**config.mk**
```make
export PLATFORM = sky130hd
export DESIGN_NAME = oled_serial_responder
export DESIGN_NICKNAME = d
export VERILOG_FILES = /design/src/rtl/oled_serial_responder.sv
export SDC_FILE = /design/constraint.sdc
export NUM_CORES = 1
export LEC_CHECK = 0
export BUFFER_PORTS_ARGS = -buffer_cell sky130_fd_sc_hd__buf_2
export CAP_MARGIN = 10
export CORE_ASPECT_RATIO = 1.75
export CORE_UTILIZATION = 45
export DETAILED_ROUTE_END_ITERATION = 8
export PLACE_DENSITY_LB_ADDON = 0.3
export SYNTH_ARGS = -nofsm -noshare
export SYNTH_HDL_FRONTEND = slang
export SYNTH_SLANG_ARGS = --single-unit
export TNS_END_PERCENT = 20
```
**constraint.sdc**
```tcl
create_clock -name in_clk -period 3 [get_ports in_clk]
set_clock_uncertainty 0.05 [all_clocks]
set_input_delay 0.6 -clock in_clk [delete_from_list [all_inputs] [get_ports in_clk]]
set_output_delay 0.6 -clock in_clk [all_outputs]
set_load 0.01 [all_outputs]
```
**src/rtl/oled_serial_responder.sv**
```systemverilog
// oled_serial_responder
//   Byte-level responder for an SSD1306-style serial display protocol. It sits
//   behind an I2C/SPI bus receiver and in front of a page-organised framebuffer.
//   It does three things:
//     - parses control, command and data bytes;
//     - keeps the display configuration registers;
//     - turns pixel bytes into framebuffer writes, using horizontal-mode
//       address auto-increment.
//
// Ports
//   in_clk, in_rst                  clock, asynchronous active-low reset
//   in_bus_start / in_bus_stop      1-cycle transaction delimiters
//   in_bus_valid, in_bus_data       1-cycle received-byte strobe and byte
//   out_fb_we/col/page/data         registered framebuffer write
//   out_frame_done                  pulses with the write that wraps the window
//   out_disp_on, out_all_on, out_invert, out_remap_h, out_remap_v
//                                   display mode flags
//   out_contrast, out_start_line    display registers
//   out_cmd_err                     sticky: unknown opcode or non-horizontal mode
module oled_serial_responder #(
  parameter int SCREEN_WIDTH  = 128,
  parameter int SCREEN_HEIGHT = 64,
  parameter int BUS_BITS      = 8,
  parameter int SCREEN_PAGES  = SCREEN_HEIGHT / BUS_BITS,
  parameter int HCTR_BITS     = $clog2(SCREEN_WIDTH),
  parameter int PAGE_BITS     = $clog2(SCREEN_PAGES)
) (
  input  logic                 in_clk,
  input  logic                 in_rst,
  input  logic                 in_bus_start,
  input  logic                 in_bus_stop,
  input  logic                 in_bus_valid,
  input  logic [BUS_BITS-1:0]  in_bus_data,
  output logic                 out_fb_we,
  output logic [HCTR_BITS-1:0] out_fb_col,
  output logic [PAGE_BITS-1:0] out_fb_page,
  output logic [BUS_BITS-1:0]  out_fb_data,
  output logic                 out_frame_done,
  output logic                 out_disp_on,
  output logic                 out_all_on,
  output logic                 out_invert,
  output logic                 out_remap_h,
  output logic                 out_remap_v,
  output logic [7:0]           out_contrast,
  output logic [5:0]           out_start_line,
  output logic                 out_cmd_err
);

  typedef enum logic [1:0] {
    S_IDLE = 2'd0,
    S_CTRL = 2'd1,
    S_CMD  = 2'd2,
    S_DATA = 2'd3
  } state_t;

  state_t               state_r;
  state_t               eff_state_s;
  logic                 single_r;      // Co=1: one byte only, then back to control
  logic [1:0]           args_left_r;
  logic [1:0]           eff_args_s;
  logic [7:0]           opcode_r;
  logic [HCTR_BITS-1:0] arg1_r;        // first argument of a two-argument opcode
  logic [HCTR_BITS-1:0] col_r, col_start_r, col_end_r;
  logic [PAGE_BITS-1:0] page_r, page_start_r, page_end_r;

  // Context for the current byte. A start pulse makes it a control byte and
  // drops any half-received command.
  always_comb begin
    eff_state_s = state_r;
    eff_args_s  = args_left_r;
    if (in_bus_start) begin
      eff_state_s = S_CTRL;
      eff_args_s  = 2'd0;
    end else begin
      eff_state_s = state_r;
      eff_args_s  = args_left_r;
    end
  end

  // Protocol FSM, register file, address generator and framebuffer write port.
  always_ff @(posedge in_clk or negedge in_rst) begin
    if (!in_rst) begin
      state_r        <= S_IDLE;
      single_r       <= 1'b0;
      args_left_r    <= 2'd0;
      opcode_r       <= 8'h00;
      arg1_r         <= '0;
      col_r          <= '0;
      col_start_r    <= '0;
      col_end_r      <= HCTR_BITS'(SCREEN_WIDTH - 1);
      page_r         <= '0;
      page_start_r   <= '0;
      page_end_r     <= PAGE_BITS'(SCREEN_PAGES - 1);
      out_fb_we      <= 1'b0;
      out_fb_col     <= '0;
      out_fb_page    <= '0;
      out_fb_data    <= '0;
      out_frame_done <= 1'b0;
      out_disp_on    <= 1'b0;
      out_all_on     <= 1'b0;
      out_invert     <= 1'b0;
      out_remap_h    <= 1'b0;
      out_remap_v    <= 1'b0;
      out_contrast   <= 8'h7F;
      out_start_line <= 6'd0;
      out_cmd_err    <= 1'b0;
    end else begin
      out_fb_we      <= 1'b0;
      out_frame_done <= 1'b0;
      state_r        <= eff_state_s;
      args_left_r    <= eff_args_s;

      if (in_bus_valid) begin
        case (eff_state_s)
          S_CTRL: begin
            single_r <= in_bus_data[BUS_BITS-1];
            state_r  <= in_bus_data[BUS_BITS-2] ? S_DATA : S_CMD;
          end

          S_CMD: begin
            if (single_r) state_r <= S_CTRL;
            if (eff_args_s != 2'd0) begin
              // Argument byte for the opcode latched earlier.
              args_left_r <= eff_args_s - 2'd1;
              case (opcode_r)
                8'h20: begin
                  if (in_bus_data != 8'h00) out_cmd_err <= 1'b1;
                end
                8'h81: out_contrast <= in_bus_data;
                8'h21: begin
                  if (eff_args_s == 2'd2) begin
                    arg1_r <= in_bus_data[HCTR_BITS-1:0];
                  end else begin
                    col_start_r <= arg1_r;
                    col_end_r   <= in_bus_data[HCTR_BITS-1:0];
                    col_r       <= arg1_r;
                  end
                end
                8'h22: begin
                  if (eff_args_s == 2'd2) begin
                    arg1_r <= in_bus_data[HCTR_BITS-1:0];
                  end else begin
                    page_start_r <= arg1_r[PAGE_BITS-1:0];
                    page_end_r   <= in_bus_data[PAGE_BITS-1:0];
                    page_r       <= arg1_r[PAGE_BITS-1:0];
                  end
                end
                default: ;  // accepted and discarded
              endcase
            end else begin
              opcode_r <= in_bus_data;
              casez (in_bus_data)
                8'b000?_????:        ;  // 0x00-0x1F ignored
                8'b01??_????:        out_start_line <= in_bus_data[5:0];
                8'hA0, 8'hA1:        out_remap_h <= in_bus_data[0];
                8'hA4, 8'hA5:        out_all_on  <= in_bus_data[0];
                8'hA6, 8'hA7:        out_invert  <= in_bus_data[0];
                8'hAE, 8'hAF:        out_disp_on <= in_bus_data[0];
                8'hC0, 8'hC8:        out_remap_v <= in_bus_data[3];
                8'h20, 8'h81, 8'h8D, 8'hA8, 8'hD3,
                8'hD5, 8'hD9, 8'hDA, 8'hDB: args_left_r <= 2'd1;
                8'h21, 8'h22:        args_left_r <= 2'd2;
                default:             out_cmd_err <= 1'b1;
              endcase
            end
          end

          S_DATA: begin
            if (single_r) state_r <= S_CTRL;
            out_fb_we   <= 1'b1;
            out_fb_col  <= col_r;
            out_fb_page <= page_r;
            out_fb_data <= in_bus_data;
            // Horizontal mode; start > end wraps through the field maximum.
            if (col_r == col_end_r) begin
              col_r <= col_start_r;
              if (page_r == page_end_r) begin
                page_r         <= page_start_r;
                out_frame_done <= 1'b1;
              end else begin
                page_r <= page_r + PAGE_BITS'(1);
              end
            end else begin
              col_r <= col_r + HCTR_BITS'(1);
            end
          end

          default: ;  // bytes outside a transaction are ignored
        endcase
      end

      // A stop is applied after any byte that arrives in the same cycle.
      if (in_bus_stop) begin
        state_r     <= S_IDLE;
        args_left_r <= 2'd0;
      end
    end
  end

endmodule

```
==> impl_metrics.env, run 1 <==
export IMPL_synth_nets=390
export IMPL_port_buffers=52
export IMPL_multi_input_area_um2=1880
export IMPL_regToRegSetupSlack_ns=0.67
export IMPL_crit_path_start_kind="flop"
export IMPL_cap_violations=0
export IMPL_cts_sinks=90
export IMPL_slew_headroom_pct=51.3
export IMPL_clk_transition_reported_paths_ns=0.06
export IMPL_yosys_top_cells_area="dfrtp_1, mux2_2, dfstp_2"
export IMPL_fp_coreArea_um2=9150
export IMPL_insertion_delay_ns=0.34
export IMPL_synth_xor_area_share_pct=3.90
export IMPL_yosysTopAreaCellShare_pct=42.9
export IMPL_period_share_pct=77.6
export IMPL_synth_cell_types=50
export IMPL_ys_seq_area_share_pct=53.3
export IMPL_start_util_pct=46.6
export IMPL_async_flop_share_pct=100
export IMPL_wl_met3_um=295
export IMPL_finalSetupTns_ns=0
export IMPL_register_area_um2=2270
export IMPL_drv_slew=0
export IMPL_p_total_mw=3.08
export IMPL_postRouteAntennaNets=0
export IMPL_synthSimpleGateAreaFrac_pct=15.4
export IMPL_dr_pass1_iters=4
export IMPL_ff2ff_path_depth=4
export IMPL_synth_compound_area_share_pct=6.99
export IMPL_clock_path_buffers=2
export IMPL_power_density_nw_per_um2=623
export IMPL_h_tree_depth=3
export IMPL_drive_above_1_share_pct=35.9
export IMPL_peakVddDrop_uv=330
export IMPL_synth_top_family_by_area="multiplexers"
export IMPL_cts_buffers_inserted=9
export IMPL_r2r_end="out_contrast[7]"
export IMPL_cts_root_buf="clkbuf_16"
export IMPL_met2_length_um=5140
export IMPL_reg2reg_from="opcode_r[3]"
export IMPL_synthFlopType="dfrtp_1"
export IMPL_syn_cell_area_um2=4260
export IMPL_grt_antenna_before_repair=0
export IMPL_drt_iter0_markers=160
export IMPL_leakagePower_nw=2.34
export IMPL_cp_arrival_ns=2.50
export IMPL_post_route_min_period_ns=2.33
export IMPL_path_class="flop to flop"
export IMPL_met1_length_um=3520
export IMPL_cts_resized=0
export IMPL_fmax_mhz=429
export IMPL_syn_to_final_growth_pct=15.9
export IMPL_grt_overflow_total=0
export IMPL_fin_nets=436
export IMPL_grt_use_total_pct=21.7
export IMPL_synth_top_cell_by_area="dfrtp_1"
export IMPL_syn_area_per_cell_um2=11.4
export IMPL_worst_pin_slew_ns=0.731
export IMPL_place_gp_congestion=0.832
export IMPL_critPathMaxFanout=8
export IMPL_status="completed"
export IMPL_hold_path_class="input port to async pin"
export IMPL_die_w_um=75.6
export IMPL_synth_mux_area_share_pct=17.1
export IMPL_cts_setup_buffers=0
export IMPL_finalHoldViolations=0
export IMPL_top_layer_used="met4"
export IMPL_hpwl_um=6600
export IMPL_grt_first_pass_wirelength_um=15900
export IMPL_drt_wirelength_per_cell_um=17.0
export IMPL_yosysWarnings=0
export IMPL_row_count=46
export IMPL_viasPerCell=5.64
export IMPL_grt_pass1_vias=3186
export IMPL_final_common_cell="dfrtp_1"
export IMPL_synth_edff_count=0
export IMPL_cts_hold_buf=0
export IMPL_drc=0
export IMPL_ys_seq_elements=90
export IMPL_crit_path_end_kind="flop"
export IMPL_grt_max_degree=58
export IMPL_setup_viol_count_final=0
export IMPL_routed_wl_um=9260
export IMPL_dr_total_vias=3082
export IMPL_synth_fa_ha_area_share_pct=0.822
export IMPL_worstPathRequired_ns=3.17
export IMPL_synthCells=375
export IMPL_final_cell_mix="dfrtp_1, mux2_2, buf_2"
export IMPL_io_pin_count=53
export IMPL_antenna_cells=0
export IMPL_die_h_um=131
export IMPL_rsz0062_at_grt="no"
export IMPL_cts_tree="done"
export IMPL_die_area_um2=9880
export IMPL_fillers=821
==> routing by layer <==
metal,GRT usage (%),vias up
li1,-,1428
met1,24.6,1551
met2,39.1,75
met3,3.91,28
met4,8.93,0
met5,0,-
==> where the power goes <==
part	internal, mW	leakage, nW	switching [mW]
Combinational	0.228	1.06	0.272
Sequential	1.34	1.15	0.119
Clock	0.668	0.135	0.450
Total	2.24	2.34	0.842
==> registers in the layout, indices dropped and copies added (netlist names), 6 cells and up <==
signal / count
out_fb_col: 7
col_r: 7
arg1_r: 7
opcode_r: 8
out_contrast: 8
out_fb_data: 8
col_start_r: 7
col_end_r: 7
out_start_line: 6
==> worst max-delay path, cell delays in order, from the launching register on <==
cell and delay, ns:
dfrtp_1 0.39, or4_1 0.56, or4_4 0.46, nor3_4 0.39
mux2_1 0.36
==> worst max path at each step <==
stage	start	end	slack [ns]	cells past startpoint
floorplan	in_bus_start	out_contrast[7]	0.59	6
global route	opcode_r[3]	col_start_r[3]	0.54	4
global placement	in_bus_start	out_contrast[7]	0.40	5
finish	opcode_r[3]	out_contrast[7]	0.67	4
CTS	opcode_r[3]	out_contrast[7]	0.64	4
detailed placement	in_bus_start	out_contrast[7]	0.34	5
==> synthesized netlist by cell type (all sizes together) (2+ instances only) <==
cell     count
clkbuf      18
buf          5
nand2b       5
inv          4
mux2        62
or4          2
xor2         5
dfrtp       73
or3          4
o21ai       10
and3         4
mux2i        3
nor3        14
xnor2       14
nor2b        5
a21oi        3
nand4        2
a2111oi      2
a311oi       2
nor4         3
o211ai       2
and3b        2
dfstp       17
nor2        19
a31oi        9
nand3       10
nand3b       2
a211oi       3
ha           2
o22a         6
nand2       49
==> cell families (layout without fill, tap and decap cells) <==
family          Yosys count  count (layout)
fa+ha+maj                 3               3
xor+xnor                 19              19
flops                    90              90
compound gates           43              43
simple gates            128             128
mux                      65              65
buf+inv                  27              78
==> cell type report <==
cell class                 instances  area share, %
multi-input combinational        258           38.1
sequential                        90           46.0
clock buffer                      12           4.99
tap                              120           3.04
timing repair buffer              58           6.48
inverter                           4          0.304
clock inverter                     4           1.06
==> metrics by stage <==
step / cells / worst slack (ns) / util [%] / instance area, um^2 / hold WS, ns
3_5_place_dp: 530 / 0.340 / 50.7 / 4640 / 0.420
5_1_grt: 546 / 0.542 / 54.0 / 4940 / 0.337
6_report: 546 / 0.672 / 54.0 / 4940 / 0.273
4_1_cts: 546 / 0.638 / 54.0 / 4940 / 0.304
2_1_floorplan: 375 / 0.586 / - / 4260 / 0.254
3_3_place_gp: 530 / 0.395 / 50.7 / 4640 / 0.411
(Power assumes the default switching activity.)
==> inputs of run 2 (changes only) <==
- clock period: 3 -> 2.15 ns (I/O delays scaled with it)
==> run 2 against run 1 <==
Final cell count rose by 5.5%. Critical path depth rose by 1. Combinational power rose by 54%. Die area did not move. Count of clock-buffer cells in the layout fell by 1. First-iteration DRC count fell by 31%. Utilization rose by 3.4 points. Non-clock buffer count rose by 30. Global-route usage rose by 0.32 points. Critical path type unchanged. Critical endpoint is now out_contrast[1]. Highest routed layer unchanged.
==> impl_metrics.env, run 2 (same netlist as run 1, synthesis figures left out) <==
export IMPL_place_gp_congestion=0.842
export IMPL_cp_arrival_ns=2.35
export IMPL_syn_to_final_growth_pct=23.2
export IMPL_critPathMaxFanout=8
export IMPL_final_util_pct=57.4
export IMPL_cts_sinks=90
export IMPL_final_common_cell="dfrtp_1"
export IMPL_path_delay_family="simple AND/OR/NAND/NOR gates"
export IMPL_cts_tree="done"
export IMPL_reg_largest_list="opcode_r (8), out_contrast (8), out_fb_data (8)"
export IMPL_drive_above_1_share_pct=40.4
export IMPL_power_density_nw_per_um2=870
export IMPL_grt_first_pass_wirelength_um=15800
export IMPL_routed_wl_um=9580
export IMPL_grt_overflow_total=0
export IMPL_clock_path_buffers=2
export IMPL_p_total_mw=4.57
export IMPL_dr_total_vias=3159
export IMPL_port_buffers=52
export IMPL_worstPathRequired_ns=2.37
export IMPL_fin_nets=466
export IMPL_cp_slowest_cell="or4_4"
export IMPL_grtUsageMet2_pct=39.5
export IMPL_cap_violations=0
export IMPL_max_stage_delay_ns=0.53
export IMPL_hpwl_um=7150
export IMPL_design_area_um2=5250
export IMPL_worst_pin_slew_ns=0.650
export IMPL_status="completed"
export IMPL_fp_coreArea_um2=9150
export IMPL_drv_slew=0
export IMPL_die_w_um=75.6
export IMPL_viasPerCell=5.48
export IMPL_drc=0
export IMPL_finalHoldViolations=0
export IMPL_busiest_layer="met2"
export IMPL_io_pin_count=53
export IMPL_fillers=770
export IMPL_crit_path_start_kind="flop"
export IMPL_row_count=46
export IMPL_cp_cell_sequence="or4_4 -> or4_4 -> nor3_4 -> buf_12 -> mux2_2"
export IMPL_setup_viol_count_final=0
export IMPL_rsz0062_at_grt="yes"
export IMPL_grt_max_degree=51
export IMPL_period_share_pct=99.0
export IMPL_die_h_um=131
export IMPL_h_tree_depth=3
export IMPL_place_area_um2=4900
export IMPL_drt_wirelength_per_cell_um=16.6
export IMPL_grt_antenna_before_repair=0
export IMPL_final_cell_mix="dfrtp_1, mux2_2, buf_2"
export IMPL_grt_pass1_vias=3237
export IMPL_insertion_delay_ns=0.34
export IMPL_start_util_pct=46.6
export IMPL_drt_iter0_markers=111
export IMPL_leakagePower_nw=2.53
export IMPL_post_route_min_period_ns=2.13
export IMPL_dr_pass1_iters=4
export IMPL_slew_headroom_pct=55.6
export IMPL_regToRegSetupSlack_ns=0.02
export IMPL_cts_root_buf="clkbuf_16"
export IMPL_fmax_mhz=470
export IMPL_clk_transition_reported_paths_ns=0.06
export IMPL_antenna_cells=0
export IMPL_cts_buffers_inserted=9
export IMPL_crit_top_cell="or4_4"
export IMPL_use_met1_pct=24.4
export IMPL_postRouteAntennaNets=0
export IMPL_crit_buf_inv=1
export IMPL_crit_path_end_kind="flop"
export IMPL_path_class="flop to flop"
export IMPL_final_setup_worst_slack_ns=0.0206
export IMPL_met3_usage_pct=2.15
export IMPL_hold_path_class="input port to flop"
export IMPL_peakVddDrop_uv=543
export IMPL_pre_cts_slack_ns=-0.0180
export IMPL_die_area_um2=9880
export IMPL_grt_use_total_pct=22.0
## run 2: final cells by class
cell class                 count  area [um^2]  share of cell area [%]
sequential                    90         2270                    43.3
multi-input combinational    258         1890                    36.0
timing repair buffer          88          586                    11.2
clock buffer                  11          233                    4.43
tap                          120          150                    2.86
clock inverter                 5          103                    1.95
inverter                       4         15.0                   0.286
## run 2: final timing paths
check,cells after the start,startpoint,end
setup / recovery,5,opcode_r[3],out_contrast[1]
hold / removal,2,in_bus_stop,state_r[1]
setup reg to reg,5,opcode_r[3],out_contrast[1]
hold reg to reg,2,out_fb_page[0],out_fb_page[0]
max in group asynchronous,3,in_rst,col_end_r[6]
min in group asynchronous,2,in_rst,out_fb_we
## run 2: per-stage QoR
step / hold slack, ns / TNS (ns) / instances
detailed placement: 0.272 / -0.0750 / 559
global route: 0.280 / -0.814 / 576
CTS: 0.272 / 0 / 576
global placement: 0.269 / 0 / 559
finish: 0.283 / 0 / 576
floorplan: 0.0844 / -0.138 / 375
## run 2: metal layers
layer | share of wire (%) | up-vias
li1 | - | 1493
met1 | 39 | 1571
met2 | 55 | 74
met3 | 2.4 | 21
met4 | 3.5 | 0
met5 | 0 | -
## run 2: power breakdown
group          internal, mW  switching, mW  leakage [nW]
Clock                  1.13          0.629         0.160
Combinational         0.368          0.400          1.22
Sequential             1.87          0.163          1.15
## run 2: repair_timing
| action | in CTS | in global routing |
|---|---|---|
| buffers inserted | 0 | 0 |
| endpoints found under the hold margin | 17 | 0 |
| cloned | 0 | 0 |
| setup endpoints to repair | 1 | 25 |
| gates resized for setup | 1 | 0 |
| hold buffers | 1 | 0 |
==> inputs of run 3 (changes only) <==
- CTS_BUF_LIST: default -> sky130_fd_sc_hd__clkbuf_2
==> run 3 against run 2 <==
Sequential share of layout area rose by 1.4 points. Flip-flop and latch count unchanged. Count of clock-buffer cells in the layout stayed put. Global-route usage shrank 0.18 points. Register-to-register slack is essentially flat. Total power is 15% lower. Via count shrank 1.3%. Worst hold slack got worse by 0.15 ns. Clock power decreased by 39%. Sequential power barely moved. Largest cell class unchanged. Largest power group unchanged.
==> impl_metrics.env, run 3 (same netlist as run 1, synthesis figures left out) <==
export IMPL_status="completed"
export IMPL_grt_pass1_vias=3201
export IMPL_critPathMaxFanout=8
export IMPL_finalSetupTns_ns=0
export IMPL_power_switching_mw=1.12
export IMPL_port_buffers=52
export IMPL_met3_usage_pct=4.60
export IMPL_crit_path_end_kind="flop"
export IMPL_crit_buf_inv=1
export IMPL_grt_overflow_total=0
export IMPL_register_area_um2=2270
export IMPL_die_w_um=75.6
export IMPL_p_total_mw=3.87
export IMPL_leakagePower_nw=2.46
export IMPL_intPower_mw=2.75
export IMPL_insertion_delay_ns=0.57
export IMPL_grt_first_pass_wirelength_um=15800
export IMPL_cts_sinks=90
export IMPL_grt_antenna_before_repair=1
export IMPL_viasPerCell=5.39
export IMPL_final_common_cell="dfrtp_1"
export IMPL_pre_cts_slack_ns=-0.0180
export IMPL_crit_path_start_kind="flop"
export IMPL_drv_slew=0
export IMPL_grt_max_degree=51
export IMPL_die_area_um2=9880
export IMPL_final_cell_mix="dfrtp_1, mux2_2, buf_2"
export IMPL_dr_total_vias=3117
export IMPL_cp_slowest_cell="or4_4"
export IMPL_fillers=800
export IMPL_combPwrFrac_pct=19.8
export IMPL_hold_worst_slack_ns=0.136
export IMPL_cts_root_buf="clkbuf_2"
export IMPL_grt_use_total_pct=21.9
export IMPL_setup_viol_count_final=0
export IMPL_drive_above_1_share_pct=40.7
export IMPL_syn_to_final_growth_pct=19.3
export IMPL_max_stage_delay_ns=0.53
export IMPL_worstPathRequired_ns=2.57
export IMPL_drt_wirelength_per_cell_um=16.3
export IMPL_finalHoldViolations=0
export IMPL_seqPwrFrac_pct=52.5
export IMPL_path_class="flop to flop"
export IMPL_fin_nets=467
export IMPL_hpwl_um=7150
export IMPL_clock_path_buffers=2
export IMPL_start_util_pct=46.6
export IMPL_final_util_pct=55.6
export IMPL_row_count=46
export IMPL_dr_pass1_iters=5
export IMPL_cp_arrival_ns=2.56
export IMPL_crit_top_cell="or4_4"
export IMPL_cts_setup_buffers=0
export IMPL_power_density_nw_per_um2=761
export IMPL_h_tree_depth=3
export IMPL_cap_violations=0
export IMPL_switching_share_pct=29.0
export IMPL_slew_headroom_pct=54.9
export IMPL_grtUsageMet2_pct=38.2
export IMPL_fmax_mhz=467
export IMPL_post_route_min_period_ns=2.14
export IMPL_peakVddDrop_uv=463
export IMPL_clkPwrFrac_pct=27.6
export IMPL_worst_pin_slew_ns=0.659
export IMPL_fp_coreArea_um2=9150
export IMPL_multi_input_area_um2=1890
export IMPL_clk_transition_reported_paths_ns=0.21
export IMPL_hold_path_class="input port to flop"
export IMPL_cts_buffers_inserted=9
export IMPL_reg_largest_list="opcode_r (8), out_contrast (8), out_fb_data (8)"
export IMPL_busiest_layer="met2"
export IMPL_cts_tree="done"
export IMPL_use_met1_pct=24.5
export IMPL_final_setup_worst_slack_ns=0.00881
export IMPL_path_delay_family="simple AND/OR/NAND/NOR gates"
export IMPL_drt_iter0_markers=110
export IMPL_io_pin_count=53
export IMPL_period_share_pct=99.6
export IMPL_drc=0
export IMPL_place_gp_congestion=0.842
export IMPL_die_h_um=131
export IMPL_routed_wl_um=9450
export IMPL_postRouteAntennaNets=0
export IMPL_cp_cell_sequence="or4_4 -> or4_4 -> nor3_4 -> buf_12 -> mux2_4"
export IMPL_rsz0062_at_grt="yes"
[run 3: final cells by class]
class | count | share of cell area, %
Clock inverter | 5 | 2.02
Inverter | 4 | 0.295
Antenna cell | 1 | 0.0492
Sequential cell | 90 | 44.7
Clock buffer | 11 | 1.08
Timing Repair Buffer | 89 | 11.7
Tap cell | 120 | 2.95
Multi-Input combinational cell | 258 | 37.2
[run 3: timing repair]
item,4_1_cts,5_1_grt
endpoints found under the setup margin,8,25
pin swaps,0,0
hold buffers,2,0
hold endpoints to repair,75,0
gates resized for setup,1,0
[run 3: power by group through the flow]
stage,Clock (mW),Combinational [mW],Sequential [mW]
6_report,1.07,0.766,2.03
5_1_grt,1.17,0.850,2.06
4_1_cts,1.10,0.774,2.03
3_5_place_dp,0,0.763,2.06
3_3_place_gp,0,0.746,2.05
2_1_floorplan,0,0.436,2.06
[run 3: path summary, 6_finish.rpt]
check | slack (ns) | startpoint | depth (start not counted) | endpoint
min in group asynchronous | 0.20 | in_rst | 2 | out_fb_we
worst max-delay path | 0.009 | opcode_r[3] | 5 | out_contrast[7]
worst min-delay path | 0.14 | in_bus_data[6] | 2 | out_fb_data[6]
worst min register to register | 0.46 | out_fb_page[0] | 2 | out_fb_page[0]
worst max register to register | 0.009 | opcode_r[3] | 5 | out_contrast[7]
max in group asynchronous | 1.23 | in_rst | 3 | col_end_r[6]
[run 3: per-stage QoR]
| stage | cells | instance area (um^2) |
|---|---|---|
| after CTS | 577 | 5080 |
| after global placement | 559 | 4900 |
| final | 578 | 5080 |
| after global routing | 578 | 5080 |
| after detailed placement | 559 | 4900 |
| after floorplan | 375 | 4270 |
[run 3: routing by layer]
metal	vias to the layer above	wire, um
met4	0	338
met1	1537	3770
li1	1496	-
met3	22	277
met5	-	0
met2	62	5060
